$ cat src/rtl/sm83_bus_monitor.sv
`timescale 1ns/1ps
// sm83_bus_monitor: passive SM83 bus observer that logs every read/write access into a show-ahead record FIFO.
// Define SM83_BUSMON_TIMESTAMP_EN to stamp each record with a 16-bit cycle count and expose it on rec_ts.
module sm83_bus_monitor #(
  parameter int DEPTH_LOG2 = 4
) (
  input  logic                CLK,
  input  logic                nRESET,
  input  logic                MREQ,
  input  logic                RD,
  input  logic                WR,
  input  logic [15:0]         A,
  input  logic [7:0]          D,
  output logic                rec_valid,
  input  logic                rec_ready,
  output logic [15:0]         rec_addr,
  output logic [7:0]          rec_data,
  output logic                rec_we,
`ifdef SM83_BUSMON_TIMESTAMP_EN
  output logic [15:0]         rec_ts,
`endif
  output logic [DEPTH_LOG2:0] level,
  output logic                overflow,
  input  logic                clr_ovf,
  output logic [15:0]         txn_count
);
  localparam int DEPTH = 1 << DEPTH_LOG2;
  localparam logic [DEPTH_LOG2:0]   LVL_ONE  = (DEPTH_LOG2+1)'(1);
  localparam logic [DEPTH_LOG2:0]   LVL_FULL = (DEPTH_LOG2+1)'(DEPTH);
  localparam logic [DEPTH_LOG2-1:0] PTR_ONE  = DEPTH_LOG2'(1);
`ifdef SM83_BUSMON_TIMESTAMP_EN
  localparam int REC_W = 41;
`else
  localparam int REC_W = 25;
`endif

  typedef enum logic [1:0] {IDLE, RD_ACT, WR_ACT} state_t;
  state_t state, next_state;

  logic                  s_mreq, s_rd, s_wr;
  logic [15:0]           s_a;
  logic [7:0]            s_d;
  logic                  rdq, wrq;
  logic                  close_rec, open_rec, cur_we;
  logic [15:0]           cur_addr;
  logic [7:0]            cur_data;
  logic [REC_W-1:0]      push_rec, head;
  logic [REC_W-1:0]      mem [DEPTH];
  logic [DEPTH_LOG2-1:0] rd_ptr, wr_ptr, rd_nxt;
  logic                  pop_fire, push_ok, drop;

  // Input stage: raw bus sampled every edge; nothing downstream looks at the raw pins
  always_ff @(posedge CLK or negedge nRESET) begin
    if (!nRESET) begin
      s_mreq <= 1'b0;
      s_rd   <= 1'b0;
      s_wr   <= 1'b0;
      s_a    <= '0;
      s_d    <= '0;
    end else begin
      s_mreq <= MREQ;
      s_rd   <= RD;
      s_wr   <= WR;
      s_a    <= A;
      s_d    <= D;
    end
  end

  assign rdq = s_mreq & s_rd & ~s_wr;
  assign wrq = s_mreq & s_wr;

  always_ff @(posedge CLK or negedge nRESET) begin
    if (!nRESET) state <= IDLE;
    else         state <= next_state;
  end

  // rdq and wrq are exclusive, so the decoded access alone picks the next state
  always_comb begin
    next_state = IDLE;
    if (wrq)      next_state = WR_ACT;
    else if (rdq) next_state = RD_ACT;
  end

  always_comb begin
    close_rec = 1'b0;
    open_rec  = 1'b0;
    if (state == IDLE) begin
      open_rec = (next_state != IDLE);
    end else begin
      close_rec = (next_state != state) || (s_a != cur_addr);
      open_rec  = (next_state != IDLE) && close_rec;
    end
  end

  assign cur_we = (state == WR_ACT);

  // Transaction stage: open record tracks the last active data beat
  always_ff @(posedge CLK) begin
    if (open_rec)           cur_addr <= s_a;
    if (next_state != IDLE) cur_data <= s_d;
  end

`ifdef SM83_BUSMON_TIMESTAMP_EN
  logic [15:0] ts_cnt, cur_ts;

  always_ff @(posedge CLK or negedge nRESET) begin
    if (!nRESET) ts_cnt <= '0;
    else         ts_cnt <= ts_cnt + 16'd1;
  end

  always_ff @(posedge CLK) begin
    if (open_rec) cur_ts <= ts_cnt;
  end

  assign push_rec = {cur_ts, cur_addr, cur_data, cur_we};
  assign rec_ts   = head[40:25];
`else
  assign push_rec = {cur_addr, cur_data, cur_we};
`endif

  assign rec_addr = head[24:9];
  assign rec_data = head[8:1];
  assign rec_we   = head[0];

  // FIFO stage: head register mirrors mem[rd_ptr] and holds its value once drained
  assign rec_valid = (level != '0);
  assign pop_fire  = rec_valid & rec_ready;
  assign push_ok   = close_rec & ((level != LVL_FULL) | pop_fire);
  assign drop      = close_rec & ~push_ok;
  assign rd_nxt    = rd_ptr + PTR_ONE;

  always_ff @(posedge CLK) begin
    if (push_ok) mem[wr_ptr] <= push_rec;
  end

  always_ff @(posedge CLK or negedge nRESET) begin
    if (!nRESET) begin
      rd_ptr    <= '0;
      wr_ptr    <= '0;
      level     <= '0;
      head      <= '0;
      overflow  <= 1'b0;
      txn_count <= '0;
    end else begin
      if (push_ok) wr_ptr <= wr_ptr + PTR_ONE;
      if (pop_fire) begin
        rd_ptr <= rd_nxt;
        if (level > LVL_ONE) head <= mem[rd_nxt];
        else if (push_ok)    head <= push_rec;
      end else if (push_ok && !rec_valid) begin
        head <= push_rec;
      end
      case ({push_ok, pop_fire})
        2'b10:   level <= level + LVL_ONE;
        2'b01:   level <= level - LVL_ONE;
        default: level <= level;
      endcase
      if (drop)         overflow <= 1'b1;
      else if (clr_ovf) overflow <= 1'b0;
      if (close_rec) txn_count <= txn_count + 16'd1;
    end
  end

endmodule

$ cat config.mk
export PLATFORM = sky130hd
export DESIGN_NAME = sm83_bus_monitor
export DESIGN_NICKNAME = d
export VERILOG_FILES = /design/src/rtl/sm83_bus_monitor.sv
export SDC_FILE = /design/constraint.sdc
export NUM_CORES = 1
export LEC_CHECK = 0
export BUFFER_PORTS_ARGS = -buffer_cell sky130_fd_sc_hd__buf_2
export CAP_MARGIN = 20
export CORE_AREA = 2 2 234 282
export DETAILED_ROUTE_END_ITERATION = 6
export DIE_AREA = 0 0 236 284
export MAX_ROUTING_LAYER = met4
export PLACE_DENSITY = 0.45
export SLEW_MARGIN = 40
export SYNTH_ARGS = -nofsm -noshare
export SYNTH_HDL_FRONTEND = slang
export SYNTH_SLANG_ARGS = --single-unit
$ cat constraint.sdc
create_clock -name CLK -period 4 [get_ports CLK]
set_input_delay 0.2 -clock CLK [delete_from_list [all_inputs] [get_ports CLK]]
set_output_delay 0.2 -clock CLK [all_outputs]
set_load 0.05 [all_outputs]
---- After elaboration in Yosys (flattened, before gate mapping) ----
Memory sizes are Yosys's and may differ from the RTL's.
Cells that the tools add are included.
cells by class
  add/subtract/negate cells ............... 5
  order comparisons ....................... 1
  eq/ne operators ......................... 7
  mux-type cells .......................... 13
  bitwise logic cells ..................... 9
  reductions and logical operators ........ 11
operators by type and width
  cell                                                                   count
  25-bit 2-to-1 mux                                                      4
  16-bit by 1-bit adder with 16-bit output (second input constant)       1
  16-bit != test                                                         1
  5-bit one-hot mux with 2 select lines                                  1
  4-bit by 1-bit adder with 4-bit output (second input constant)         2
  2-bit nonzero test                                                     4
  1-bit 2-to-1 mux                                                       7
  1-bit bitwise AND                                                      6
  5-bit by 1-bit adder with 5-bit output (second input constant)         1
  5-bit by 1-bit > comparator with 1-bit output (second input constant)  1
  5-bit != test (second input constant)                                  1
  5-bit nonzero test                                                     1
  5-bit by 1-bit subtractor with 5-bit output (second input constant)    1
  2-bit == test (second input constant)                                  2
  3-bit by 1-bit != test with 1-bit output (second input constant)       1
  2-bit by 1-bit == test with 1-bit output (second input constant)       1
  1-bit logical AND                                                      2
  2-bit zero test                                                        1
  2-bit 2-to-1 mux                                                       1
  2-bit != test                                                          1
  1-bit NOT                                                              2
  2-bit AND reduction                                                    1
  1-bit zero test                                                        1
  1-bit logical OR                                                       1
  1-bit bitwise OR                                                       1
word-level totals
  register bits ........................... 108
  bits in writable memories ............... 400
  input bits .............................. 31
  output and inout bits ................... 48
  logic and storage cells ................. 61
  memories kept ........................... 1
memories
  name  depth  width  read ports  clocked after memory_dff  wr ports  RTL line  RTL
  mem   16     25     1           0                         1         48        logic [REC_W-1:0] mem [DEPTH];

---- Depth between registers and ports, before layout ----
  depth after elaboration ................. 11
  gate-level depth with buffers ........... 9
  gate-level depth less buffers ........... 7

---- Worst setup path before layout ----
No wires, ideal clock.
  kind .................................... flip-flop to flip-flop
  start ................................... register level[0]
  end ..................................... memory mem[3][0], enable pin
  library setup time ...................... 0.438 ns
  data arrival time ....................... 3.545 ns
  data required time ...................... 3.562 ns
  slack ................................... 0.017 ns
  cell stages (with the launch flop) ...... 7
  path buffers ............................ 1
  clock period less this slack ............ 3.983 ns
  cells stage by stage .................... dfrtp_1 -> inv_1 -> ha_1 -> nand4b_1 -> clkbuf_1 -> nand3_1 -> nor3_1
on the way
  longest elaborated chain between the ends .. 6
  elaborated cells between the ends (all ways) .. 7
  those cells by class .................... eq/ne: 1; mux: 2; bitwise: 3; reduce/logical: 1
RTL lines
  item                                        RTL line  RTL
  start, declared                             22        output logic [DEPTH_LOG2:0] level,
  start signal, assigned                      154       2'b10: level <= level + LVL_ONE;
  start signal, assigned                      155       2'b01: level <= level - LVL_ONE;
  start signal, assigned                      156       default: level <= level;
  5-bit nonzero test                          126       assign rec_valid = (level != '0);
  1-bit bitwise AND                           127       assign pop_fire = rec_valid & rec_ready;
  1-bit bitwise OR (*)                        128       assign push_ok = close_rec & ((level != LVL_FULL) | pop_fire);
  1-bit bitwise AND (*)                       128
  1-bit 2-to-1 mux (*)                        133       if (push_ok) mem[wr_ptr] <= push_rec;
  1-bit 2-to-1 mux (implied by the code) (*)  133
  end, declared                               48
Mark *: on every way between the ends. The rest lies on a longest branch, timed or not.

---- Worst setup path in the final report ----
  start ................................... register cur_addr[2]
  end ..................................... memory mem[0][5], enable pin
on the way
  longest elaborated chain between the ends .. 6
RTL lines
  item                                    RTL line  RTL
  start, declared                         45        logic [15:0] cur_addr;
  start signal, assigned                  99        if (open_rec) cur_addr <= s_a;
  16-bit != test                          90        close_rec = (next_state != state) || (s_a != cur_addr);
  1-bit logical OR                        90
  1-bit 2-to-1 mux                        87        if (state == IDLE) begin
  1-bit bitwise AND                       128
  1-bit 2-to-1 mux                        133
  1-bit 2-to-1 mux (implied by the code)  133
Every way passes these cells.

==> impl_metrics.ini <==
[grt]
grt_pass1_vias = 10458
track_usage_pct = 15.0
antenna_found_initial = 0
grt_max_degree = 51
grt_pass1_wl_um = 71700
grt_overflow_total = 0

[power]
power_density_nw_per_um2 = 754
seqPwrFrac_pct = 37.5
pwr-share-clk_pct = 26.7
switching_power_mw = 6.17
p_comb_share_pct = 35.8
total_power_mw = 17.9
sw_frac_of_total_pct = 34.4
p_int_mw = 11.8
p_leak_nw = 8.09
peakVddDrop_uv = 547

[timing]
final_hold_viol_count = 0
max_freq_ghz = 0.330
fin_setup_tns_ps = 0
setup_violations = 0
period_minus_slack_ps = 3030
rsz0062_at_grt = no
drv_slew = 0
finClkSkew_ps = 16.5
fin_crit_sh_pct = 75.9
relSlewSlack_pct = 50.1
tightestPinTransition_ps = 747

[floorplan]
io_pins = 79
fp.dieW_um = 236
die-area_um2 = 67000
start_util_pct = 30.7
rows = 102
core_area_um2 = 64200
fp.dieH_um = 284

[synthesis]
ys_async_sr_fraction_pct = 16.5
synth_xor_area_share_pct = 1.91
synthMuxAreaShare_pct = 14.3
synth_top_family_by_area = multiplexers
ys_seq_area_share_pct = 75.3
synth-simple-area-share_pct = 4.01
synthAdderAreaFrac_pct = 0.635
synth_edf_count = 424
syn-cell-area_um2 = 19700
synthCells = 1009
synth_compound_area_share_pct = 2.30
ys_types = 46
synth_flop_cell = edfxtp_1
synth-seq-cells = 508
synth_nets = 1050
ys_warn_count = 0
avgSynthCellArea_um2 = 19.5

[place]
io_buffers = 78
dp_hpwl_um = 30500
gp_congestion = 0.735

[critical_path]
r2r_slack_ps = 970
critPathLaunch = cur_addr[2]
worstRegToRegCells = 7
worstPathRequired_ps = 4240
cp_data_arrival_time_ps = 3280
r2r_start = cur_addr[2]
endpoint = mem[0][5]
cp-end-kind = flip-flop
crit_path_max_fanout = 22
crit_type = flip-flop to flip-flop
crit_path_start_kind = flip-flop
r2r_end = mem[0][5]

[clock_network]
post_cts_buffers = 0
numCtsBuffers = 53
ctsRootBufferMaster = clkbuf_16
cts_num_sinks = 508
cts_tree = done
ctsResizeCount = 0
cts_max_level = 2
clock_latency_ps = 590
cts_max_path_buffers = 3
path_clk_slew_ps = 60

[worst_hold_path]
hold_path.class = primary input to async pin

[route]
vias = 9801
wl_per_cell_um = 23.5
first_pass_iters = 4
drtIter0Drc = 624
ant_nets = 0
post-route-drc-count = 0
wirelength_um = 48200
via_per_inst = 4.77

[layout]
most-common-layout-cells = edfxtp_1 (424), mux4_2 (100), dfrtp_1 (83), buf_2 (77), nand2_1 (63)
fin_nets = 1219
antenna_cells = 0
final_common_cell = edfxtp_1
area_delta_synth_final_pct = 20.8
final_layout_size_suffix_gt1_share_pct = 29.9

[run]
drv_cap = 0

[outcome]
outcome = complete, no violations
==> worst min-delay path by stage <==
stage               cells past startpoint       to
floorplan                               0  head[0]
global placement                        1     s_rd
detailed placement                      1     s_rd
CTS                                     2     s_wr
global route                            2     s_wr
finish                                  2     s_wr
==> state kept, by name, indices dropped and copies added (netlist names), 2 cells and up <==
signal     count
rd_ptr         4
s_d            8
mem          400
wr_ptr         4
state          2
level          5
s_a           16
cur_addr      16
cur_data       8
head          25
txn_count     16
==> Yosys cell counts, types with 6 or more instances <==
master | n | area share [%]
o211ai_1 | 26 | 0.99
nand4_1 | 12 | 0.38
nand3_1 | 17 | 0.43
nor3_1 | 6 | 0.15
clkbuf_1 | 22 | 0.42
edfxtp_1 | 424 | 65
buf_2 | 16 | 0.41
mux2i_1 | 28 | 1.4
mux2_2 | 26 | 1.5
ha_1 | 10 | 0.64
xnor2_1 | 38 | 1.7
nand2_1 | 63 | 1.2
and3_1 | 7 | 0.22
inv_1 | 8 | 0.15
mux4_2 | 100 | 11
dfrtp_1 | 84 | 11
nor2_1 | 45 | 0.86
a31oi_1 | 25 | 0.79
==> worst max-delay path, cell delays in order (launching register included) <==
cell and delay [ps]:
edfxtp_1 760, xnor2_1 150, nand4_1 150, nor4_2 100
a21oi_2 240, nand3_1 330, nor3_2 460, buf_4 470
==> cells by family (layout without fill, tap and decap cells) <==
group | after synthesis | in the layout
muxes | 154 | 154
adders and majority gates | 10 | 10
DFF | 508 | 508
and+or+nand+nor | 170 | 170
xor gates and xnor gates | 43 | 43
buffers and inverters | 60 | 274
AOI/OAI and AO/OA | 64 | 64
==> area by class of cell <==
cell class	instances	area, µm²
inverters	8	30.0
flip-flops and latches	508	14800
clock buffers	81	1540
multi-input cells	441	4740
well taps	832	1040
repair buffers	166	1460
fillers	5974	40400
clock inverters	19	146
==> routing by layer <==
| metal | GRT usage, % | part of all wire, % | vias to the layer above | routed length (µm) |
|---|---|---|---|---|
| met5 | - | 0 | - | 0 |
| met3 | 2.38 | 3.7 | 66 | 1770 |
| li1 | - | - | 4374 | - |
| met4 | 4.03 | 2.3 | 0 | 1120 |
| met1 | 18.5 | 42 | 5160 | 20300 |
| met2 | 25.5 | 52 | 201 | 25100 |
==> power by group through the flow <==
| stage | Clock, mW | Combinational (mW) | Sequential (mW) |
|---|---|---|---|
| floorplan | 0 | 3.80 | 7.36 |
| global placement | 0 | 6.52 | 6.83 |
| detailed placement | 0 | 6.59 | 6.85 |
| CTS | 4.95 | 6.64 | 6.74 |
| global route | 5.15 | 6.92 | 6.80 |
| finish | 4.79 | 6.42 | 6.73 |
==> stage by stage <==
stage,cells,cell area (µm²),hold slack [ps],setup WS (ps),utilization [%]
2_1_floorplan,1009,19700,-95.6,16.8,-
3_3_place_gp,1905,21400,239,870,33.3
3_5_place_dp,1925,21800,242,952,34.0
4_1_cts,2055,23800,128,926,37.1
5_1_grt,2055,23800,158,736,37.1
6_report,2055,23800,143,966,37.1
==> timing repair <==
item	in CTS	in global routing
endpoints found under the hold margin	68	0
setup endpoints to repair	0	0
hold buffers	30	0
Note: power is estimated with default switching activity, not from simulation.
